`config.mk`:
```
export PLATFORM = sky130hd
export DESIGN_NAME = sfp_link_sequencer
export DESIGN_NICKNAME = d
export VERILOG_FILES = /design/src/rtl/sfp_link_sequencer.sv
export SDC_FILE = /design/constraint.sdc
export NUM_CORES = 1
export LEC_CHECK = 0
export ABC_AREA = 1
export CAP_MARGIN = 20
export CORE_MARGIN = 3
export CORE_UTILIZATION = 54
export DETAILED_ROUTE_END_ITERATION = 10
export GPL_TIMING_DRIVEN = 0
export HOLD_SLACK_MARGIN = 0.15
export MAX_ROUTING_LAYER = met4
export PLACE_DENSITY = 0.76
export RECOVER_POWER = 50
export SETUP_SLACK_MARGIN = 0.5
export SLEW_MARGIN = 20
export SYNTH_ARGS = -nofsm -noshare
export SYNTH_HDL_FRONTEND = slang
export SYNTH_SLANG_ARGS = --single-unit
```
`constraint.sdc`:
```
create_clock -name sysclk_100m -period 3.9 [get_ports sysclk_100m]
set_clock_uncertainty 0.05 [all_clocks]
set_input_delay 0.585 -clock sysclk_100m [delete_from_list [all_inputs] [get_ports sysclk_100m]]
set_output_delay 0.585 -clock sysclk_100m [all_outputs]
set_load 0.005 [all_outputs]
```
`src/rtl/sfp_link_sequencer.sv`:
```
// sfp_link_sequencer: per-channel SFP PCS/PMA reset sequencing, link wait with timeouts,
// bounded retries, all-fail global reset pulse and board status LEDs.
module sfp_link_sequencer #(
  parameter int SFP_COUNT         = 2,
  parameter int RESET_CYCLES      = 100,
  parameter int RESETDONE_TIMEOUT = 100000,
  parameter int LINK_TIMEOUT      = 1000000,
  parameter int LINK_DEBOUNCE     = 1000,
  parameter int MAX_RETRIES       = 7,
  parameter int BLINK_DIV         = 25000000
) (
  input  logic                   sysclk_100m,
  input  logic                   sys_reset_n,
  input  logic                   enable,
  input  logic [SFP_COUNT-1:0]   pcs_resetdone,
  input  logic [SFP_COUNT-1:0]   pcs_link_up,
  output logic [SFP_COUNT-1:0]   pcs_reset,
  output logic [SFP_COUNT-1:0]   link_ok,
  output logic [SFP_COUNT-1:0]   link_fail,
  output logic [4*SFP_COUNT-1:0] retry_count,
  output logic                   user_reset_out,
  output logic [3:0]             sleds
);
  localparam int CW = $clog2(LINK_TIMEOUT + 1);
  localparam int DW = $clog2(LINK_DEBOUNCE + 1);
  localparam int RW = $clog2(MAX_RETRIES + 2);
  localparam int BW = $clog2(BLINK_DIV + 1);
  typedef enum logic [2:0] {IDLE, RST, WAIT_DONE, WAIT_LINK, UP, RETRY, FAIL} state_t;
  logic [SFP_COUNT-1:0] r_rd_m, r_rd_s, r_lu_m, r_lu_s, w_fail_st, w_busy;
  logic [4:0]           r_ur_cnt;
  logic                 r_all_fail_q, r_hb, w_start;
  logic [BW-1:0]        r_hb_cnt;
  always_ff @(posedge sysclk_100m or negedge sys_reset_n)
    if (!sys_reset_n) begin
      r_rd_m <= '0;
      r_rd_s <= '0;
      r_lu_m <= '0;
      r_lu_s <= '0;
    end else begin
      r_rd_m <= pcs_resetdone;
      r_rd_s <= r_rd_m;
      r_lu_m <= pcs_link_up;
      r_lu_s <= r_lu_m;
    end
  for (genvar c = 0; c < SFP_COUNT; c++) begin : g_ch
    state_t        r_state, w_state;
    logic [CW-1:0] r_cnt, w_cnt;
    logic [DW-1:0] r_deb, w_deb;
    logic [RW-1:0] r_retries, w_retries;
    logic          r_pcs_reset, r_ok, r_fail, r_busy;
    logic [3:0]    r_rc;
    always_comb begin
      w_state   = r_state;
      w_cnt     = r_cnt + CW'(1);
      w_deb     = r_lu_s[c] ? r_deb + DW'(1) : '0;
      w_retries = r_retries;
      case (r_state)
        IDLE: begin
          w_retries = '0;
          w_cnt     = '0;
          if (enable) w_state = RST;
        end
        RST:
          if (r_cnt == CW'(RESET_CYCLES - 1)) begin
            w_state = WAIT_DONE;
            w_cnt   = '0;
          end
        WAIT_DONE:
          if (r_rd_s[c]) begin
            w_state = WAIT_LINK;
            w_cnt   = '0;
            w_deb   = '0;
          end else if (r_cnt == CW'(RESETDONE_TIMEOUT - 1)) w_state = RETRY;
        WAIT_LINK:
          if (!r_rd_s[c]) w_state = RETRY;
          else if (w_deb == DW'(LINK_DEBOUNCE)) begin
            w_state   = UP;
            w_retries = '0;
          end else if (r_cnt == CW'(LINK_TIMEOUT - 1)) w_state = RETRY;
        UP:
          if (!r_lu_s[c] || !r_rd_s[c]) w_state = RETRY;
        RETRY: begin
          w_cnt = '0;
          if (r_retries == RW'(MAX_RETRIES)) w_state = FAIL;
          else begin
            w_retries = r_retries + RW'(1);
            w_state   = RST;
          end
        end
        FAIL: ;
        default: w_state = IDLE;
      endcase
      if (!enable) begin
        w_state   = IDLE;
        w_retries = '0;
      end
    end
    always_ff @(posedge sysclk_100m or negedge sys_reset_n)
      if (!sys_reset_n) begin
        r_state     <= IDLE;
        r_cnt       <= '0;
        r_deb       <= '0;
        r_retries   <= '0;
        r_pcs_reset <= 1'b1;
        r_ok        <= 1'b0;
        r_fail      <= 1'b0;
        r_busy      <= 1'b0;
        r_rc        <= '0;
      end else begin
        r_state     <= w_state;
        r_cnt       <= w_cnt;
        r_deb       <= w_deb;
        r_retries   <= w_retries;
        r_pcs_reset <= r_state inside {IDLE, RST, FAIL};
        r_ok        <= r_state == UP;
        r_fail      <= r_state == FAIL;
        r_busy      <= r_state inside {RST, WAIT_DONE, WAIT_LINK, RETRY};
        r_rc        <= int'(r_retries) > 15 ? 4'd15 : 4'(r_retries);
      end
    assign pcs_reset[c]         = r_pcs_reset;
    assign link_ok[c]           = r_ok;
    assign link_fail[c]         = r_fail;
    assign retry_count[4*c +: 4] = r_rc;
    assign w_fail_st[c]         = r_state == FAIL;
    assign w_busy[c]            = r_busy;
  end
  // The pulse fires on the cycle all channels first sit in FAIL; leaving FAIL re-arms it.
  assign w_start = &w_fail_st && !r_all_fail_q;
  always_ff @(posedge sysclk_100m or negedge sys_reset_n)
    if (!sys_reset_n) begin
      r_all_fail_q <= 1'b0;
      r_ur_cnt     <= '0;
      r_hb_cnt     <= '0;
      r_hb         <= 1'b0;
    end else begin
      r_all_fail_q <= &w_fail_st;
      r_ur_cnt     <= w_start ? 5'd16 : (r_ur_cnt != 5'd0 ? r_ur_cnt - 5'd1 : 5'd0);
      r_hb_cnt     <= r_hb_cnt == BW'(BLINK_DIV - 1) ? '0 : r_hb_cnt + BW'(1);
      r_hb         <= r_hb_cnt == BW'(BLINK_DIV - 1) ? ~r_hb : r_hb;
    end
  assign user_reset_out = r_ur_cnt != 5'd0;
  assign sleds          = {|w_busy, |link_fail, &link_ok, r_hb};
endmodule

```
**Yosys cells after proc, flatten, opt, wreduce, memory -nomap -nowiden**

Index checks and enable logic that the tools add are counted.

- Register bits: 130
- Input port bits: 7
- Output and inout bits: 19

- Add/subtract/negate cells: 8
- Eq/ne operators: 41
- Multiplexer cells: 45
- Bitwise gates (word level): 1
- Reduce and logical (&&, ||, !) cells: 25

Operators with widths:

| cell | count |
|---|---|
| 20-bit one-hot mux with 3 select lines | 2 |
| 20-bit two-way mux | 4 |
| 10-bit two-way mux | 6 |
| 3-bit two-way mux | 18 |
| 3-bit one-hot mux with 7 select lines | 2 |
| 20-bit by 1-bit adder with 20-bit output (second input constant) | 2 |
| 20-bit by 17-bit == test with 1-bit output (second input constant) | 2 |
| 20-bit == test (second input constant) | 2 |
| 20-bit by 7-bit == test with 1-bit output (second input constant) | 2 |
| 4-bit two-way mux | 8 |
| 3-bit != test (second input constant) | 10 |
| 25-bit by 1-bit adder with 25-bit output (second input constant) | 1 |
| 25-bit == test (second input constant) | 1 |
| 25-bit two-way mux | 1 |
| 4-bit one-hot mux with 3 select lines | 2 |
| 10-bit by 1-bit adder with 10-bit output (second input constant) | 2 |
| 10-bit == test (second input constant) | 2 |
| 3-bit == test (second input constant) | 6 |
| 3-bit by 2-bit == test with 1-bit output (second input constant) | 4 |
| 5-bit two-way mux | 2 |
| 5-bit != test (second input constant) | 2 |
| 5-bit AND reduction | 2 |
| 4-bit by 1-bit adder with 4-bit output (second input constant) | 2 |
| 4-bit by 3-bit == test with 1-bit output (second input constant) | 2 |
| 16 further kinds | 33 |

**Logic depth before layout (Yosys ltp)**

Gate-level depths: netlist of the first run.

- Depth in word-level cells: 7
- Gate-level depth with buffers: 15
- Gate-level depth less buffers: 15

**Worst setup path after synthesis of the first run**

No wires, ideal clock.

- Kind: reg-to-reg
- Start: register g_ch[0].r_cnt[0]
- End: register g_ch[0].r_cnt[18]
- Library setup time: 117 ps
- Arrival time: 1,648 ps
- Data required time: 3,733 ps
- Slack: 2,085 ps
- Stages on the path, launching flop included: 13
- Clock period less this slack: 1,815 ps
- Cells stage by stage: dfrtp_1 ha_1 nand3_2 nor2_1 nand2_1 nor3_4 nand4_1 nor2_1 nand2_1 nor2_1 nand2_1 nand2_1 nor2_1

- Word-level cells in the longest chain between the ends: 3
- Elaborated cells on any way between the ends: 5
- Classes of those cells: 1 x add/sub; 1 x eq/ne; 3 x mux

Ends and longest elaborated chain:

| what | line | text |
|---|---|---|
| start, declared | 47 | `logic [CW-1:0] r_cnt, w_cnt;` |
| start signal, assigned | 111 | `r_cnt <= w_cnt;` |
| 20-bit by 1-bit adder with 20-bit output or 20-bit by 7-bit == test with 1-bit output (tied branches) | 54, 64 |  |
| 20-bit two-way mux, on equally long branches | 69, 64 |  |
| 20-bit one-hot mux with 3 select lines * | 57 | `case (r_state)` |
| net g_ch[0].w_cnt[18] | 47 |  |

Mark *: on every way through the listed nets, which the timed path passes. The rest lies on a longest branch.
A chain may end at the register's enable or synchronous reset.

**Worst setup path in the final report of the first run**

- Start: register r_ur_cnt[0]
- End: output port user_reset_out

- Word-level cells in the longest chain between the ends: 1

Ends and longest elaborated chain:

| what | line | text |
|---|---|---|
| start, declared | 30 | `logic [4:0] r_ur_cnt;` |
| start signal, assigned | 137 | `r_ur_cnt <= w_start ? 5'd16 : (r_ur_cnt != 5'd0 ? r_ur_cnt - 5'd1 : 5'd0);` |
| 5-bit nonzero test | 141 | `assign user_reset_out = r_ur_cnt != 5'd0;` |
| end, declared | 21 | `output logic user_reset_out,` |

Every way passes these cells.

==> results of run 1 <==
layout make-up:
type                       count  share of cell area, %
multi-input combinational    592                   37.5
timing repair buffer          26                   3.63
clock inverter                 6                  0.706
buffer                        17                   1.20
sequential                   130                   41.7
tap                          168                   2.69
clock buffer                  26                   6.40
inverter                     128                   6.16
power by group through the flow:
stage / Clock (W) / Combinational, W / Sequential, W
after detailed placement: 0 / 0.000829 / 0.00158
final: 0.00147 / 0.000828 / 0.00156
after floorplan: 0 / 0.000588 / 0.00156
after global placement: 0 / 0.000804 / 0.00158
after CTS: 0.00151 / 0.000837 / 0.00156
after global routing: 0.00158 / 0.000948 / 0.00158
sequential cells by signal, indices dropped and copies added, names as in the netlist, 5 cells and up:
name and cells:
g_ch.r_cnt 40, g_ch.r_deb 20, g_ch.r_rc 8, g_ch.r_retries 8, g_ch.r_state 6, r_hb_cnt 25, r_ur_cnt 5
placed cells by master (no fill, tap or decap), types with 5 or more instances in the layout:
master / synthesis / layout
nand2_1: 180 / 180
nor2_1: 140 / 141
dfrtp_1: 128 / 128
inv_1: 126 / 126
nand3_1: 57 / 58
nor3_1: 44 / 44
nand4_1: 29 / 29
a21oi_1: 28 / 28
xor2_1: 19 / 19
clkdlybuf4s50_1: 0 / 19
clkbuf_16: 0 / 17
o21ai_0: 16 / 16
clkbuf_1: 5 / 11
xnor2_1: 9 / 9
nor2_2: 9 / 8
ha_1: 8 / 8
nor3b_1: 7 / 7
buf_4: 7 / 7
nor4_1: 6 / 6
clkinv_2: 0 / 5
dlygate4sd3_1: 0 / 5
timing repair:
item	CTS	global route
hold buffers	1	0
endpoints found under the hold margin	47	0
gates resized for setup	0	0
logic make-up (layout without fill, tap and decap cells):
kind of cell / count (synthesis) / in the layout / share of synthesized area, %
fa+ha+maj: 8 / 8 / 1.48
flops: 130 / 130 / 48.1
xor+xnor: 28 / 28 / 3.63
compound gates: 64 / 64 / 5.37
buf+inv: 145 / 203 / 8.51
simple gates: 492 / 492 / 32.9
stage by stage:
stage	std cells	hold slack [ns]	worst slack (ns)	utilization, %	setup TNS (ns)
finish	1093	0.296	1.39	64.4	0
global route	1093	0.307	1.21	64.4	0
CTS	1093	0.297	1.33	64.5	0
detailed placement	1060	0.285	1.78	59.8	0
global placement	1059	0.284	-2.85	59.5	-366.63
floorplan	867	0.239	2.09	-	0
worst paths after layout:
path | startpoint | end | slack (ns) | cells after the start
setup / recovery | r_ur_cnt[0] | user_reset_out | 1.39 | 5
setup reg to reg | r_hb_cnt[0] | r_hb_cnt[13] | 1.72 | 8
hold reg to reg | r_rd_m[1] | r_rd_s[1] | 0.30 | 0
min in group asynchronous | sys_reset_n | r_ur_cnt[3] | 0.61 | 2
max in group asynchronous | sys_reset_n | r_hb_cnt[17] | 2.48 | 3
hold / removal | r_rd_m[1] | r_rd_s[1] | 0.30 | 0
routing by layer:
layer	up-vias	routed length, um
met5	-	0
met3	10	522
li1	2866	-
met2	108	6340
met1	2546	6340
met4	0	122
==> results_dict.tcl, run 1 <==
set metrics [dict create \
    synth_area_leaders "dfrtp_1, nand2_1, nor2_1" \
    firstDrtPassIters 5 \
    gr-usage-met2_pct 33.0 \
    viasPerCell 5.06 \
    ant_nets 0 \
    relSlewSlack_pct 66.0 \
    cts_sinks 130 \
    grt_pass1_wl_um 23200 \
    max_cap_violations 0 \
    cts_tree "done" \
    ys_warn_count 0 \
    syn-mean-instance-area_um2 7.80 \
    drt_iter0_drc 349 \
    grt_pass1_vias 5262 \
    holdCritPathClass "reg -> reg" \
    cp_slowest_cell "clkdlybuf4s50_1" \
    busiest_layer "met2" \
    final_area_mm2 0.00780 \
    die_h_um 118 \
    synth_top_area_share_pct 47.4 \
    core_mm2 0.0121 \
    final.fill_count 1071 \
    p_clk_share_pct 38.2 \
    drive_gt1_share_pct 7.35 \
    drc 0 \
    synth.most_common_cell "nand2_1" \
    required_ns 3.26 \
    synth_area_leader_cell "dfrtp_1" \
    wl_um 13300 \
    grt_util_met3_pct 4.90 \
    synth_area_mm2 0.00676 \
    yosysSeqAreaShare_pct 48.1 \
    drv_slew 0 \
    syn_nets 882 \
    async_reset_ff_share_pct 100 \
    crit_fanout 3 \
    synthToLayoutAreaGrowth_pct 15.4 \
    crit_type "reg -> out" \
    cp_slowest_stage_delay_ns 0.48 \
    synth.distinct_cells 42 \
    fmax_ghz 0.399 \
    setup_violations 0 \
    cp-start-kind "register" \
    dpl-instance-area_mm2 0.00724 \
    antenna_found_initial 0 \
    port_buffers 24 \
    register_area_mm2 0.00326 \
    ir_drop_v 0.000343 \
    endpoint_kind "output port" \
    grt_use_met1_pct 26.7 \
    final.period_utilization_pct 64.2 \
    cts_setup_buffers 0 \
    sw_frac_of_total_pct 30.0 \
    grt_max_degree 84 \
    wl_per_cell_um 12.2 \
    p_comb_share_pct 21.4 \
    start_util_pct 55.8 \
    synth-edff-count 0 \
    insertion_delay_ns 0.41 \
    die_area_mm2 0.0139 \
    critPathTopFamily "buffers and inverters" \
    ys_ff_latch 130 \
    worst_pin_slew_ns 0.509 \
    ys.flop_type "dfrtp_1" \
    syn_inst 867 \
    nets 927 \
    p_switching_w 0.00116 \
    io-pin-count 26 \
    multi_input_area_mm2 0.00292 \
    worst-path-buf-inv 2 \
    die_w_um 118 \
    synthTopCellsByCount "nand2_1, nor2_1, dfrtp_1" \
    hold_violations 0 \
    pwr-share-seq_pct 40.4 \
    cts_max_path_buffers 2 \
    gp_congestion 0.938 \
    vias 5530 \
    p_per_area_mw_per_mm2 495 \
    grt.total_usage_pct 20.8 \
    p_leak_nw 3.79 \
    power_w 0.00386 \
    rsz0062_at_grt "false" \
    cts_inserted_buffers 17 \
    clk_pin_slew_ns 0.05 \
    clock-root-buffer "clkbuf_16" \
    ctsHtreeMaxLevel 4 \
    crit_chain "inv_1, ha_1, nor3b_1, nand2_1, clkdlybuf4s50_1" \
    cp.arrival_ns 1.87 \
    fin_crit_ns 2.51 \
    p_int_w 0.00270 \
    rows 40 \
    status "finished clean" \
    grt-ovfl-total 0 \
    dp_hpwl_um 9480 \
    diodes 0 \
]
Note: power is estimated with default switching activity, not from simulation.
==> run 2, diff against run 1 <==
==> constraint.sdc (replaced) <==
create_clock -name sysclk_100m -period 2.5 [get_ports sysclk_100m]
set_clock_uncertainty 0.05 [all_clocks]
set_input_delay 0.375 -clock sysclk_100m [delete_from_list [all_inputs] [get_ports sysclk_100m]]
set_output_delay 0.375 -clock sysclk_100m [all_outputs]
set_load 0.005 [all_outputs]
==> results_dict.tcl, run 2 (synthesis results as in run 1) <==
set metrics [dict create \
    wl_met2_um 7060 \
    final.fill_count 997 \
    cp-start-kind "register" \
    nets 956 \
    diodes 0 \
    worst_pin_slew_ns 1.21 \
    die_w_um 118 \
    clk_pin_slew_ns 0.05 \
    die_area_mm2 0.0139 \
    grt_max_degree 84 \
    wl_met1_um 6620 \
    min_to "r_rd_s[1]" \
    core_mm2 0.0121 \
    rsz0062_at_grt "true" \
    max_cap_violations 0 \
    grt_pass1_wl_um 23400 \
    cts_inserted_buffers 17 \
    ctsHtreeMaxLevel 4 \
    largestRegisters "g_ch.r_cnt: 40 flops, r_hb_cnt: 25 flops, g_ch.r_deb: 20 flops" \
    cts_sinks 130 \
    grt-ovfl-total 0 \
    clock-root-buffer "clkbuf_16" \
    wl_um 14200 \
    wl_met3_um 401 \
    vias 5732 \
    cp.arrival_ns 2.24 \
    cts_tree "done" \
    cts_max_path_buffers 2 \
    dpl-instance-area_mm2 0.00724 \
    hp-start "r_rd_m[1]" \
    viasPerCell 5.11 \
    r2r_slack_ns 0.51 \
    firstDrtPassIters 5 \
    fin_crit_ns 1.99 \
    synthToLayoutAreaGrowth_pct 22.5 \
    rr_worst_depth 9 \
    crit_fanout 6 \
    setup_violations 0 \
    status "finished clean" \
    final.period_utilization_pct 79.5 \
    insertion_delay_ns 0.42 \
    r2r_start "r_hb_cnt[0]" \
    final_cells 1122 \
    regMostFlops "g_ch.r_cnt" \
    port_buffers 24 \
    fmax_ghz 0.503 \
    hold_violations 0 \
    drc 0 \
    register_area_mm2 0.00326 \
    endpoint_kind "register" \
    io-pin-count 26 \
    drive_gt1_share_pct 15.5 \
    rows 40 \
    drt_iter0_drc 332 \
    largest_register_ffs 40 \
    required_ns 2.75 \
    tns_ns 0 \
    holdCritPathClass "reg -> reg" \
    ant_nets 0 \
    multi_input_area_mm2 0.00319 \
    worstReg2RegEnd "r_hb_cnt[22]" \
    grt_pass1_vias 5294 \
    antenna_found_initial 0 \
    p_leak_nw 3.97 \
    final_area_mm2 0.00828 \
    hold_depth 0 \
    top_layer "met4" \
    p_per_area_mw_per_mm2 750 \
    final_cell_mix "nand2_1, dfrtp_1, inv_1" \
    relSlewSlack_pct 19.2 \
    crit_type "reg -> reg" \
    wl_per_cell_um 12.7 \
    power_w 0.00621 \
    gp_congestion 0.938 \
    place_inst 1060 \
    drv_slew 0 \
    die_h_um 118 \
    dp_hpwl_um 9480 \
    grt.total_usage_pct 21.0 \
    final_common_cell "nand2_1" \
    start_util_pct 55.8 \
    ir_drop_v 0.000535 \
]
[run 2: changes by cell type in the layout (fill, tap and decap cells not counted), sizes merged]
cell           before  now
buf                13   40
dlymetal6s2s        0    1
clkdlybuf4s50      19   17
clkbuf             32   35
[run 2: worst max path at each step]
stage	start	to	slack, ns	cells past startpoint
floorplan	g_ch[0].r_cnt[0]	g_ch[0].r_cnt[18]	0.69	12
global placement	sys_reset_n	r_hb_cnt[13]	-4.04	1
detailed placement	r_hb_cnt[0]	r_hb_cnt[13]	0.42	8
CTS	r_ur_cnt[0]	user_reset_out	0.44	5
global route	r_hb_cnt[0]	r_hb_cnt[22]	0.35	12
finish	r_hb_cnt[0]	r_hb_cnt[22]	0.51	9
[run 2: layout make-up]
type,count,area share [%]
plain buffers,17,1.16
inverters,128,5.80
repair buffers,55,5.89
multi-input cells,592,38.6
clock inverters,6,0.665
clock buffers,26,6.03
well taps,168,2.54
flip-flops and latches,130,39.3
[run 2: timing repair]
item,CTS,global route
endpoints found under the setup margin,12,52
pin swaps,4,24
resized for setup,13,67
hold endpoints to repair,47,0
hold buffers,1,0
buffers inserted,5,24
[run 2: per-layer routing]
layer	vias up	GRT usage [%]
met5	-	-
met4	0	6.37
met3	13	5.05
met2	81	33.3
li1	2934	-
met1	2704	26.9
[run 2: critical path, cell delays in order (launching register included)]
cell and delay, ns:
dfrtp_1 0.37, ha_1 0.19, nand3_1 0.16, nor2_4 0.17, buf_4 0.14, buf_4 0.09, nand4_1 0.08, nor2_1 0.39
o21bai_1 0.18, nor2_1 0.05
[run 2: per-stage QoR]
stage          util (%)  hold WS (ns)  worst slack, ns
2_1_floorplan         -        0.0294            0.685
3_3_place_gp       59.5         0.284            -4.04
3_5_place_dp       59.8         0.248            0.421
4_1_cts            65.2         0.297            0.438
5_1_grt            68.4         0.307            0.347
6_report           68.4         0.296            0.512
[run 2: power breakdown]
part / total [W] / internal (W) / switching (W)
clock: 0.00231 / 0.00146 / 0.000848
combinational: 0.00144 / 0.000550 / 0.000887
sequential: 0.00246 / 0.00229 / 0.000171
==> run 3, diff against run 2 <==
--- a/config.mk
+++ b/config.mk
@@ -13,7 +13,7 @@
 export GPL_TIMING_DRIVEN = 0
 export HOLD_SLACK_MARGIN = 0.15
 export MAX_ROUTING_LAYER = met4
-export PLACE_DENSITY = 0.76
+export PLACE_DENSITY = 0.79
 export RECOVER_POWER = 50
 export SETUP_SLACK_MARGIN = 0.5
 export SLEW_MARGIN = 20
==> constraint.sdc (replaced) <==
create_clock -name sysclk_100m -period 1.8 [get_ports sysclk_100m]
set_clock_uncertainty 0.05 [all_clocks]
set_input_delay 0.27 -clock sysclk_100m [delete_from_list [all_inputs] [get_ports sysclk_100m]]
set_output_delay 0.27 -clock sysclk_100m [all_outputs]
set_load 0.005 [all_outputs]
==> results_dict.tcl, run 3 (synthesis results as in run 1) <==
set metrics [dict create \
    insertion_delay_ns 0.45 \
    ctsHtreeMaxLevel 4 \
    final_common_cell "nand2_1" \
    io-pin-count 26 \
    worstReg2RegEnd "g_ch[0].r_cnt[18]" \
    endpoint_kind "register" \
    dp_hpwl_um 10000 \
    final.fill_count 415 \
    grt_pass1_vias 7100 \
    cts_max_path_buffers 2 \
    gp_congestion 0.921 \
    setup_violations 78 \
    cts_inserted_buffers 17 \
    cp-endpoint "g_ch[0].r_cnt[18]" \
    fin_crit_ns 2.28 \
    p_per_area_mw_per_mm2 1130 \
    place_ws_ns -0.215 \
    max_cap_violations 0 \
    crit_type "reg -> reg" \
    grt_pass1_wl_um 35700 \
    holdCritPathClass "reg -> reg" \
    die_area_mm2 0.0139 \
    ir_drop_v 0.00117 \
    wl_per_cell_um 25.0 \
    power_w 0.0123 \
    synthToLayoutAreaGrowth_pct 61.6 \
    rows 40 \
    p_leak_nw 5.14 \
    cp-start-kind "register" \
    firstDrtPassIters 8 \
    fmax_ghz 0.439 \
    core_mm2 0.0121 \
    viasPerCell 6.65 \
    rsz0062_at_grt "true" \
    vias 8408 \
    antenna_found_initial 0 \
    relSlewSlack_pct 36.5 \
    clock-root-buffer "clkbuf_16" \
    drt_iter0_drc 1509 \
    die_h_um 118 \
    port_buffers 24 \
    critPathLaunch "g_ch[0].r_cnt[1]" \
    cp.arrival_ns 2.56 \
    nets 1098 \
    clk_pin_slew_ns 0.06 \
    regMostFlops "g_ch.r_cnt" \
    largest_register_ffs 40 \
    largestRegisters "g_ch.r_cnt: 40 flops, r_hb_cnt: 25 flops, g_ch.r_deb: 20 flops" \
    grt-ovfl-total 0 \
    wl_um 31600 \
    worst_pin_slew_ns 0.953 \
    start_util_pct 55.8 \
    drc 0 \
    r2r_slack_ns -0.48 \
    final.period_utilization_pct 126 \
    setup_slack_ns -0.477 \
    drv_slew 0 \
    drive_gt1_share_pct 48.6 \
    required_ns 2.08 \
    r2r_start "g_ch[0].r_cnt[1]" \
    rr_worst_depth 13 \
    diodes 0 \
    die_w_um 118 \
    crit_fanout 3 \
    violations "negative setup slack" \
    final_cell_mix "nand2_1, dfrtp_1, inv_1" \
    cts_sinks 130 \
    grt.total_usage_pct 33.1 \
    cts_tree "done" \
    ant_nets 0 \
    status "complete, but fails checks" \
    grt_max_degree 68 \
    hold_violations 0 \
]
==> run 3: how the worst min path moves through the flow <==
stage | slack, ns | depth (start not counted) | end | from
2_1_floorplan | -0.08 | 0 | g_ch[0].r_busy | sys_reset_n
3_3_place_gp | 0.29 | 0 | r_lu_s[0] | r_lu_m[0]
3_5_place_dp | 0.19 | 1 | r_hb_cnt[13] | sys_reset_n
4_1_cts | 0.22 | 1 | r_rd_m[0] | pcs_resetdone[0]
5_1_grt | 0.30 | 0 | r_lu_s[1] | r_lu_m[1]
6_report | 0.30 | 0 | r_lu_s[1] | r_lu_m[1]
==> run 3: metrics by stage <==
| step | area (um2) | hold WS, ns | setup TNS, ns | cells | util [%] |
|---|---|---|---|---|---|
| global placement | 7450 | 0.286 | -596.86 | 1059 | 61.5 |
| finish | 10900 | 0.297 | -18.58 | 1264 | 90.2 |
| CTS | 9690 | 0.223 | -0.887 | 1205 | 80.0 |
| global route | 10900 | 0.300 | -21.62 | 1264 | 90.2 |
| floorplan | 7000 | -0.0756 | 0 | 867 | - |
| detailed placement | 7480 | 0.195 | -2.66 | 1060 | 61.7 |
==> run 3: per-layer routing <==
layer  global-route usage (%)  share of wire [%]  vias up
met5                        -                  0        -
met4                     17.2                9.6        0
met3                     6.49                 11      364
met2                     54.1                 46      913
met1                     39.0                 33     3918
li1                         -                  -     3213
==> run 3: cell type report <==
cell class | instances | area [um2] | share of cell area [%]
Multi-Input combinational cell | 592 | 4310 | 39.5
Sequential cell | 130 | 3270 | 29.9
Timing Repair Buffer | 196 | 1840 | 16.8
Inverter | 128 | 533 | 4.88
Clock buffer | 18 | 439 | 4.02
Tap cell | 168 | 210 | 1.92
Buffer | 17 | 161 | 1.48
Clock inverter | 14 | 155 | 1.42
Timing Repair inverter | 1 | 6.26 | 0.0573
==> run 3: what timing repair did <==
| item | in CTS | in global routing |
|---|---|---|
| resized for setup | 291 | 218 |
| pin swaps | 76 | 93 |
| cloned | 2 | 1 |
| hold buffers | 1 | 0 |
| endpoints found under the setup margin | 124 | 116 |
| hold endpoints to repair | 63 | 0 |
| buffers inserted | 110 | 58 |
==> run 3: where the power goes <==
group          internal [W]  leakage (nW)  total (W)  switching [W]
Combinational       0.00230          3.13    0.00521        0.00291
Clock               0.00209         0.276    0.00361        0.00152
Sequential          0.00319          1.73    0.00348       0.000295
==> run 3: critical path, stage by stage, from the launching register on <==
cell and delay, ns:
dfrtp_1 0.45, buf_6 0.16, ha_4 0.17, nand3_4 0.12
nor2_4 0.15, nand2_2 0.09, nor3_4 0.18, nand4_1 0.18
nor2_1 0.20, nand2_2 0.12, nor2_4 0.14, nand2_1 0.06
nand2_1 0.06, nor2_1 0.04
